===== src/rtl/mem_arbiter.sv =====
// mem_arbiter: shares one memory port between instruction fetch and data access, data first.
// Build option MEM_ARB_TIMEOUT_EN adds a mem_ready watchdog that completes with zero data and sets a sticky err.
module mem_arbiter #(
  parameter int ADDR_W  = 32,
  parameter int DATA_W  = 32,
  parameter int TIMEOUT = 255
) (
  input  logic                clk,
  input  logic                rst,
  input  logic                if_req,
  input  logic [ADDR_W-1:0]   if_addr,
  output logic                if_ack,
  output logic [DATA_W-1:0]   if_rdata,
  input  logic                d_req,
  input  logic                d_we,
  input  logic [DATA_W/8-1:0] d_be,
  input  logic [ADDR_W-1:0]   d_addr,
  input  logic [DATA_W-1:0]   d_wdata,
  output logic                d_ack,
  output logic [DATA_W-1:0]   d_rdata,
  output logic                mem_req,
  output logic                mem_we,
  output logic [DATA_W/8-1:0] mem_be,
  output logic [ADDR_W-1:0]   mem_addr,
  output logic [DATA_W-1:0]   mem_wdata,
  input  logic [DATA_W-1:0]   mem_rdata,
  input  logic                mem_ready,
  output logic                err
);
  localparam int BE_W = DATA_W / 8;

  typedef enum logic [1:0] {
    IDLE   = 2'd0,
    GNT_IF = 2'd1,
    GNT_D  = 2'd2
  } state_t;

  state_t              state_r, state_nxt_s;
  logic                mem_req_r, mem_req_nxt_s;
  logic                mem_we_r, mem_we_nxt_s;
  logic [BE_W-1:0]     mem_be_r, mem_be_nxt_s;
  logic [ADDR_W-1:0]   mem_addr_r, mem_addr_nxt_s;
  logic [DATA_W-1:0]   mem_wdata_r, mem_wdata_nxt_s;
  logic                if_ack_r, if_ack_nxt_s;
  logic                d_ack_r, d_ack_nxt_s;
  logic [DATA_W-1:0]   if_rdata_r, if_rdata_nxt_s;
  logic [DATA_W-1:0]   d_rdata_r, d_rdata_nxt_s;
  logic                d_elig_s, if_elig_s;
  logic                busy_s, complete_s, expire_s, done_s;

  // A requester is deaf in its own ack cycle so a still-held req cannot re-grant.
  assign d_elig_s   = d_req && !d_ack_r;
  assign if_elig_s  = if_req && !if_ack_r;
  assign busy_s     = (state_r != IDLE);
  assign complete_s = busy_s && mem_req_r && mem_ready;
  // Grant state with mem_req already dropped is the one-cycle wind-down before the ack.
  assign done_s     = busy_s && !mem_req_r;

`ifdef MEM_ARB_TIMEOUT_EN
  localparam int CNT_W = ($clog2(TIMEOUT + 1) > 8) ? $clog2(TIMEOUT + 1) : 8;
  logic [CNT_W-1:0] cnt_r, cnt_nxt_s;
  logic             err_r;

  // This stall cycle takes the counter to TIMEOUT; a same-cycle mem_ready still wins.
  assign expire_s = busy_s && mem_req_r && !mem_ready && (cnt_r == CNT_W'(TIMEOUT - 1));

  // Stall counter: cleared while idle, counts grant cycles without mem_ready.
  always_comb begin
    cnt_nxt_s = cnt_r;
    if (!busy_s) begin
      cnt_nxt_s = {CNT_W{1'b0}};
    end else if (mem_req_r && !mem_ready) begin
      cnt_nxt_s = cnt_r + CNT_W'(1);
    end else begin
      cnt_nxt_s = cnt_r;
    end
  end

  // Stall counter and sticky error registers.
  always_ff @(posedge clk) begin
    if (rst) begin
      cnt_r <= {CNT_W{1'b0}};
      err_r <= 1'b0;
    end else begin
      cnt_r <= cnt_nxt_s;
      err_r <= err_r | expire_s;
    end
  end

  assign err = err_r;
`else
  localparam int unused_timeout_s = TIMEOUT;
  assign expire_s = 1'b0;
  assign err      = 1'b0;
`endif

  // State register.
  always_ff @(posedge clk) begin
    if (rst) begin
      state_r <= IDLE;
    end else begin
      state_r <= state_nxt_s;
    end
  end

  // Next-state logic: fixed data-first priority from IDLE.
  always_comb begin
    state_nxt_s = state_r;
    case (state_r)
      IDLE: begin
        if (d_elig_s) begin
          state_nxt_s = GNT_D;
        end else if (if_elig_s) begin
          state_nxt_s = GNT_IF;
        end else begin
          state_nxt_s = IDLE;
        end
      end
      GNT_IF, GNT_D: begin
        if (done_s) begin
          state_nxt_s = IDLE;
        end else begin
          state_nxt_s = state_r;
        end
      end
      default: state_nxt_s = IDLE;
    endcase
  end

  // Output logic: next values of every registered output.
  always_comb begin
    mem_req_nxt_s   = mem_req_r;
    mem_we_nxt_s    = mem_we_r;
    mem_be_nxt_s    = mem_be_r;
    mem_addr_nxt_s  = mem_addr_r;
    mem_wdata_nxt_s = mem_wdata_r;
    if_rdata_nxt_s  = if_rdata_r;
    d_rdata_nxt_s   = d_rdata_r;
    if_ack_nxt_s    = 1'b0;
    d_ack_nxt_s     = 1'b0;
    case (state_r)
      IDLE: begin
        if (d_elig_s) begin
          mem_req_nxt_s   = 1'b1;
          mem_we_nxt_s    = d_we;
          mem_be_nxt_s    = d_be;
          mem_addr_nxt_s  = d_addr;
          mem_wdata_nxt_s = d_wdata;
        end else if (if_elig_s) begin
          mem_req_nxt_s   = 1'b1;
          mem_we_nxt_s    = 1'b0;
          mem_be_nxt_s    = {BE_W{1'b1}};
          mem_addr_nxt_s  = if_addr;
        end else begin
          mem_req_nxt_s   = 1'b0;
        end
      end
      GNT_IF, GNT_D: begin
        if (complete_s) begin
          mem_req_nxt_s = 1'b0;
          if (state_r == GNT_IF) begin
            if_rdata_nxt_s = mem_rdata;
          end else if (!mem_we_r) begin
            d_rdata_nxt_s = mem_rdata;
          end else begin
            d_rdata_nxt_s = d_rdata_r;
          end
        end else if (expire_s) begin
          mem_req_nxt_s = 1'b0;
          if (state_r == GNT_IF) begin
            if_rdata_nxt_s = {DATA_W{1'b0}};
          end else begin
            d_rdata_nxt_s = {DATA_W{1'b0}};
          end
        end else if (done_s) begin
          if_ack_nxt_s = (state_r == GNT_IF);
          d_ack_nxt_s  = (state_r == GNT_D);
        end else begin
          mem_req_nxt_s = mem_req_r;
        end
      end
      default: mem_req_nxt_s = 1'b0;
    endcase
  end

  // Output registers.
  always_ff @(posedge clk) begin
    if (rst) begin
      mem_req_r   <= 1'b0;
      mem_we_r    <= 1'b0;
      mem_be_r    <= {BE_W{1'b0}};
      mem_addr_r  <= {ADDR_W{1'b0}};
      mem_wdata_r <= {DATA_W{1'b0}};
      if_rdata_r  <= {DATA_W{1'b0}};
      d_rdata_r   <= {DATA_W{1'b0}};
      if_ack_r    <= 1'b0;
      d_ack_r     <= 1'b0;
    end else begin
      mem_req_r   <= mem_req_nxt_s;
      mem_we_r    <= mem_we_nxt_s;
      mem_be_r    <= mem_be_nxt_s;
      mem_addr_r  <= mem_addr_nxt_s;
      mem_wdata_r <= mem_wdata_nxt_s;
      if_rdata_r  <= if_rdata_nxt_s;
      d_rdata_r   <= d_rdata_nxt_s;
      if_ack_r    <= if_ack_nxt_s;
      d_ack_r     <= d_ack_nxt_s;
    end
  end

  assign mem_req   = mem_req_r;
  assign mem_we    = mem_we_r;
  assign mem_be    = mem_be_r;
  assign mem_addr  = mem_addr_r;
  assign mem_wdata = mem_wdata_r;
  assign if_ack    = if_ack_r;
  assign d_ack     = d_ack_r;
  assign if_rdata  = if_rdata_r;
  assign d_rdata   = d_rdata_r;

endmodule


===== config.mk =====
export PLATFORM = sky130hd
export DESIGN_NAME = mem_arbiter
export DESIGN_NICKNAME = d
export VERILOG_FILES = /design/src/rtl/mem_arbiter.sv
export SDC_FILE = /design/constraint.sdc
export NUM_CORES = 1
export LEC_CHECK = 0
export CORE_MARGIN = 8
export CORE_UTILIZATION = 40
export DETAILED_ROUTE_END_ITERATION = 12
export GPL_TIMING_DRIVEN = 0
export PLACE_DENSITY = 0.82
export SKIP_LAST_GASP = 1
export SYNTH_ARGS = -nofsm -noshare
export SYNTH_HDL_FRONTEND = slang
export SYNTH_SLANG_ARGS = --single-unit

===== constraint.sdc =====
create_clock -name clk -period 1.8 [get_ports clk]
set_input_delay 0.36 -clock clk [delete_from_list [all_inputs] [get_ports clk]]
set_output_delay 0.36 -clock clk [all_outputs]
set_load 0.005 [all_outputs]

==> summary.md <==
| Metric | Value |
|---|---|
| Fin. max-slew vios | `0` |
| Dpl cell area | `between 0.008 and 0.009 mm²` |
| RSZ-0062 raised after global routing | `false` |
| Initial core utilization | `approximately two fifths` |
| GRT Residual Overflow | `0` |
| Final WL | `about 18000 µm` |
| Worst setup margin | `0.05363 ns` |
| Cell row count | `42` |
| Core ar. | `approximately 0.013 mm²` |
| Port bufs | `272` |
| Root buf cell | `clkbuf_16` |
| Die width | `~130 µm` |
| Clock Path Buffers | `2` |
| Kind of critical path | `flip-flop to primary output` |
| Vias in the first global route | `5228` |
| Die height | `roughly 130 µm` |
| FF+latch count, synth | `about 140` |
| Avg Vias per Cell | `around 4.8` |
| Worst Hold Depth | `2` |
| # setup viols final | `0` |
| Most frequent cells in the layout | `clkdlybuf4s50_1, nand2_1, dfxtp_1` |
| CP cell instances | `clkdlybuf4s50_1` |
| Max Clock Freq | `~570 MHz` |
| FF-to-FF End | `if_rdata[30]$_SDFFE_PP0P_` |
| Final Skew | `~0.0053 ns` |
| DRC Markers | `0` |
| Worst-path maximum fanout | `4` |
| Layout area overhead | `65.93%` |
| Synth cell types | `31` |
| Sinks on Clock Net | `between 100 and 150` |
| Min-delay worst type | `primary input to flip-flop` |
| Seq/Total Area, Yosys | `about half` |
| Crit path time final | `approximately 1.7 ns` |
| Flop-to-flop setup slack | `0.13 ns` |
| Total number of vias | `roughly 5000` |
| Slowest-stage cell, CP | `clkdlybuf4s50_1` |
| Peak VDD IR | `0.8171 mV` |
| Critical Path Stages | `1` |
| Initial antenna violation count | `0` |
| GRT Total Usage | `approximately a fifth` |
| Final Cycle Share | `a little over nine tenths` |
| Worst Setup Start Kind | `flip-flop` |
| Commonest non-fill, non-tap cell in the layout | `clkdlybuf4s50_1` |
| Avg Inst Size Synth | `9.546 µm²` |
| Buf+Inv Stages, Crit Path | `1` |
| Worst Tran Pin Value | `about 0.55 ns` |
| Clock Latency Late Sink | `about 0.42 ns` |
| Hold Violations, Final | `0` |
| Routability Congestion | `roughly 0.83` |
| Largest net degree at the start of global routing | `17` |
| Antenna viol nets, final | `0` |
| Diode count | `0` |
| Drt pass-1 iters | `4` |
| Post-Synthesis Cell Area | `about 0.0055 mm²` |
| Ports | `~280` |
| WP data required | `roughly 1.4 ns` |
| CP max stage delay | `~0.57 ns` |
| Slew Limit Headroom | `63.11%` |
| First-pass GRT wire length | `around 28000 µm` |
| WHS | `0.2792 ns` |
| Maxcap violations | `0` |
| Crit end category | `primary output` |
| Hold Crit Endpoint | `mem_wdata[30]$_SDFFE_PP0P_` |
| Delay-heaviest family, CP | `buffers and inverters` |
| WL/cell | `~17 µm` |
| Detail Placement HPWL | `13960 µm` |
| Syn Nets | `approximately 710` |
| Initial DRC Count | `around 190` |
| Min-delay src | `rst` |
| Synth Warn # | `0` |
| Async set-reset flop share out of synthesis | `0%` |
| Pwr dens | `about 900 mW/mm²` |
| Htree depth | `4` |
| Pleak | `3.633 nW` |
| Pre-CTS WS | `-0.2645 ns` |
| Post-CTS Hold Fix Bufs | `0` |
| Final instance area | `~0.0091 mm²` |
| Share of cells above drive strength 1 | `between 10% and 20%` |
| Synthesized instance count | `~570` |
| EDFF count, synth | `0` |
| Final Util | `about two thirds` |
| Die area | `approximately 0.018 mm²` |
| FF-to-FF path depth | `7` |
| CTS buffer count | `17` |
| Worst R2R Start | `state_r[1]$_SDFFE_PP0P_` |
| CP Data Arrival Time | `between 1 and 1.5 ns` |
| Clock transition at the registers of the reported paths | `0.06 ns` |
| CTS tree | `yes` |
| Most used DFF post-synth | `dfxtp_1` |
| Outcome | `complete, no violations` |
| Nets | `1007` |
[what timing repair did]
action | CTS | global route
setup endpoints to repair | 47 | 64
gates resized for setup | 4 | 12
endpoints found under the hold margin | 0 | 0
gates cloned | 0 | 0
pin swaps | 1 | 0
buffers inserted | 2 | 1
[layer usage]
metal | part of all wire (%) | wire, µm | global-route usage, %
met1 | 39 | 7191 | 21.67
met2 | 48 | 8720 | 34.02
met3 | 10 | 1886 | 8.933
met4 | 2.4 | 432 | 8.328
met5 | 0 | 0 | 0
[sequential cells by signal, indices dropped and copies added (netlist names)]
| register | cells |
|---|---|
| d_rdata | 32 |
| if_rdata | 32 |
| mem_addr | 32 |
| mem_wdata | 32 |
| mem_be | 4 |
| state_r | 2 |
| d_ack | 1 |
| if_ack | 1 |
| mem_req | 1 |
| mem_we | 1 |
[report_power, final]
group | leakage, nW | internal (mW) | switching (mW) | total, mW
Combinational | 2.23 | 0.781 | 0.582 | 1.36
Sequential | 1.13 | 3.23 | 0.0870 | 3.31
Clock | 0.282 | 2.12 | 1.36 | 3.48
[cell families after synthesis]
logic type | share of synthesized area [%]
AOI/OAI and AO/OA | 10.63
adders and majority gates | 0.9166
buffers and inverters | 4.789
DFF | 50.60
muxes | 17.78
other | 0.06868
and+or+nand+nor | 15.22
[worst register-to-register path: stages, from the launching register on]
cell and delay [ns]:
dfxtp_1 0.36, inv_1 0.10, ha_2 0.22, nor2b_2 0.14
and4_1 0.20, buf_4 0.17, buf_8 0.17, mux2i_1 0.22
[worst max-delay path by stage]
stage	start	to	slack [ns]
final	d_ack$_SDFF_PP0_	d_ack	0.05
after global routing	d_ack$_SDFF_PP0_	d_ack	0.007
after CTS	state_r[1]$_SDFFE_PP0P_	if_rdata[30]$_SDFFE_PP0P_	-0.03
after detailed placement	d_req	mem_addr[28]$_SDFFE_PP0P_	-0.26
after global placement	d_req	mem_addr[28]$_SDFFE_PP0P_	-0.23
after floorplan	state_r[0]$_SDFFE_PP0P_	if_rdata[10]$_SDFFE_PP0P_	0.26
[area by class of cell]
type | count | area [µm²]
Clock buffer | 19 | 452.9
Inverter | 5 | 18.77
Clock inverter | 13 | 143.9
Timing Repair Buffer | 275 | 2748
Sequential cell | 138 | 2763
Fill cell | 1081 | 4235
Buffer | 43 | 272.8
Multi-Input combinational cell | 385 | 2441
Tap cell | 176 | 220.2
[cells in the mapped netlist (all sizes together), types with 2 or more instances]
master	count	share of area, %
mux2i	97	18
o221a	5	1.0
a21oi	33	3.0
clkbuf	12	0.82
nor2	3	0.21
dfxtp	138	51
nor2b	3	0.48
buf	32	3.6
nand2	194	13
ha	4	0.92
inv	5	0.34
o22ai	32	6.0
and2	2	0.23
[per-stage QoR]
step	std cells	setup TNS [ns]	power (mW)
detailed placement	1020	-14.35	4.739
global placement	1020	-13.08	4.719
floorplan	572	0	3.934
finish	1054	0	8.161
global route	1054	0	8.494
CTS	1054	-0.03321	8.235
Note: power is estimated with default switching activity, not from simulation.
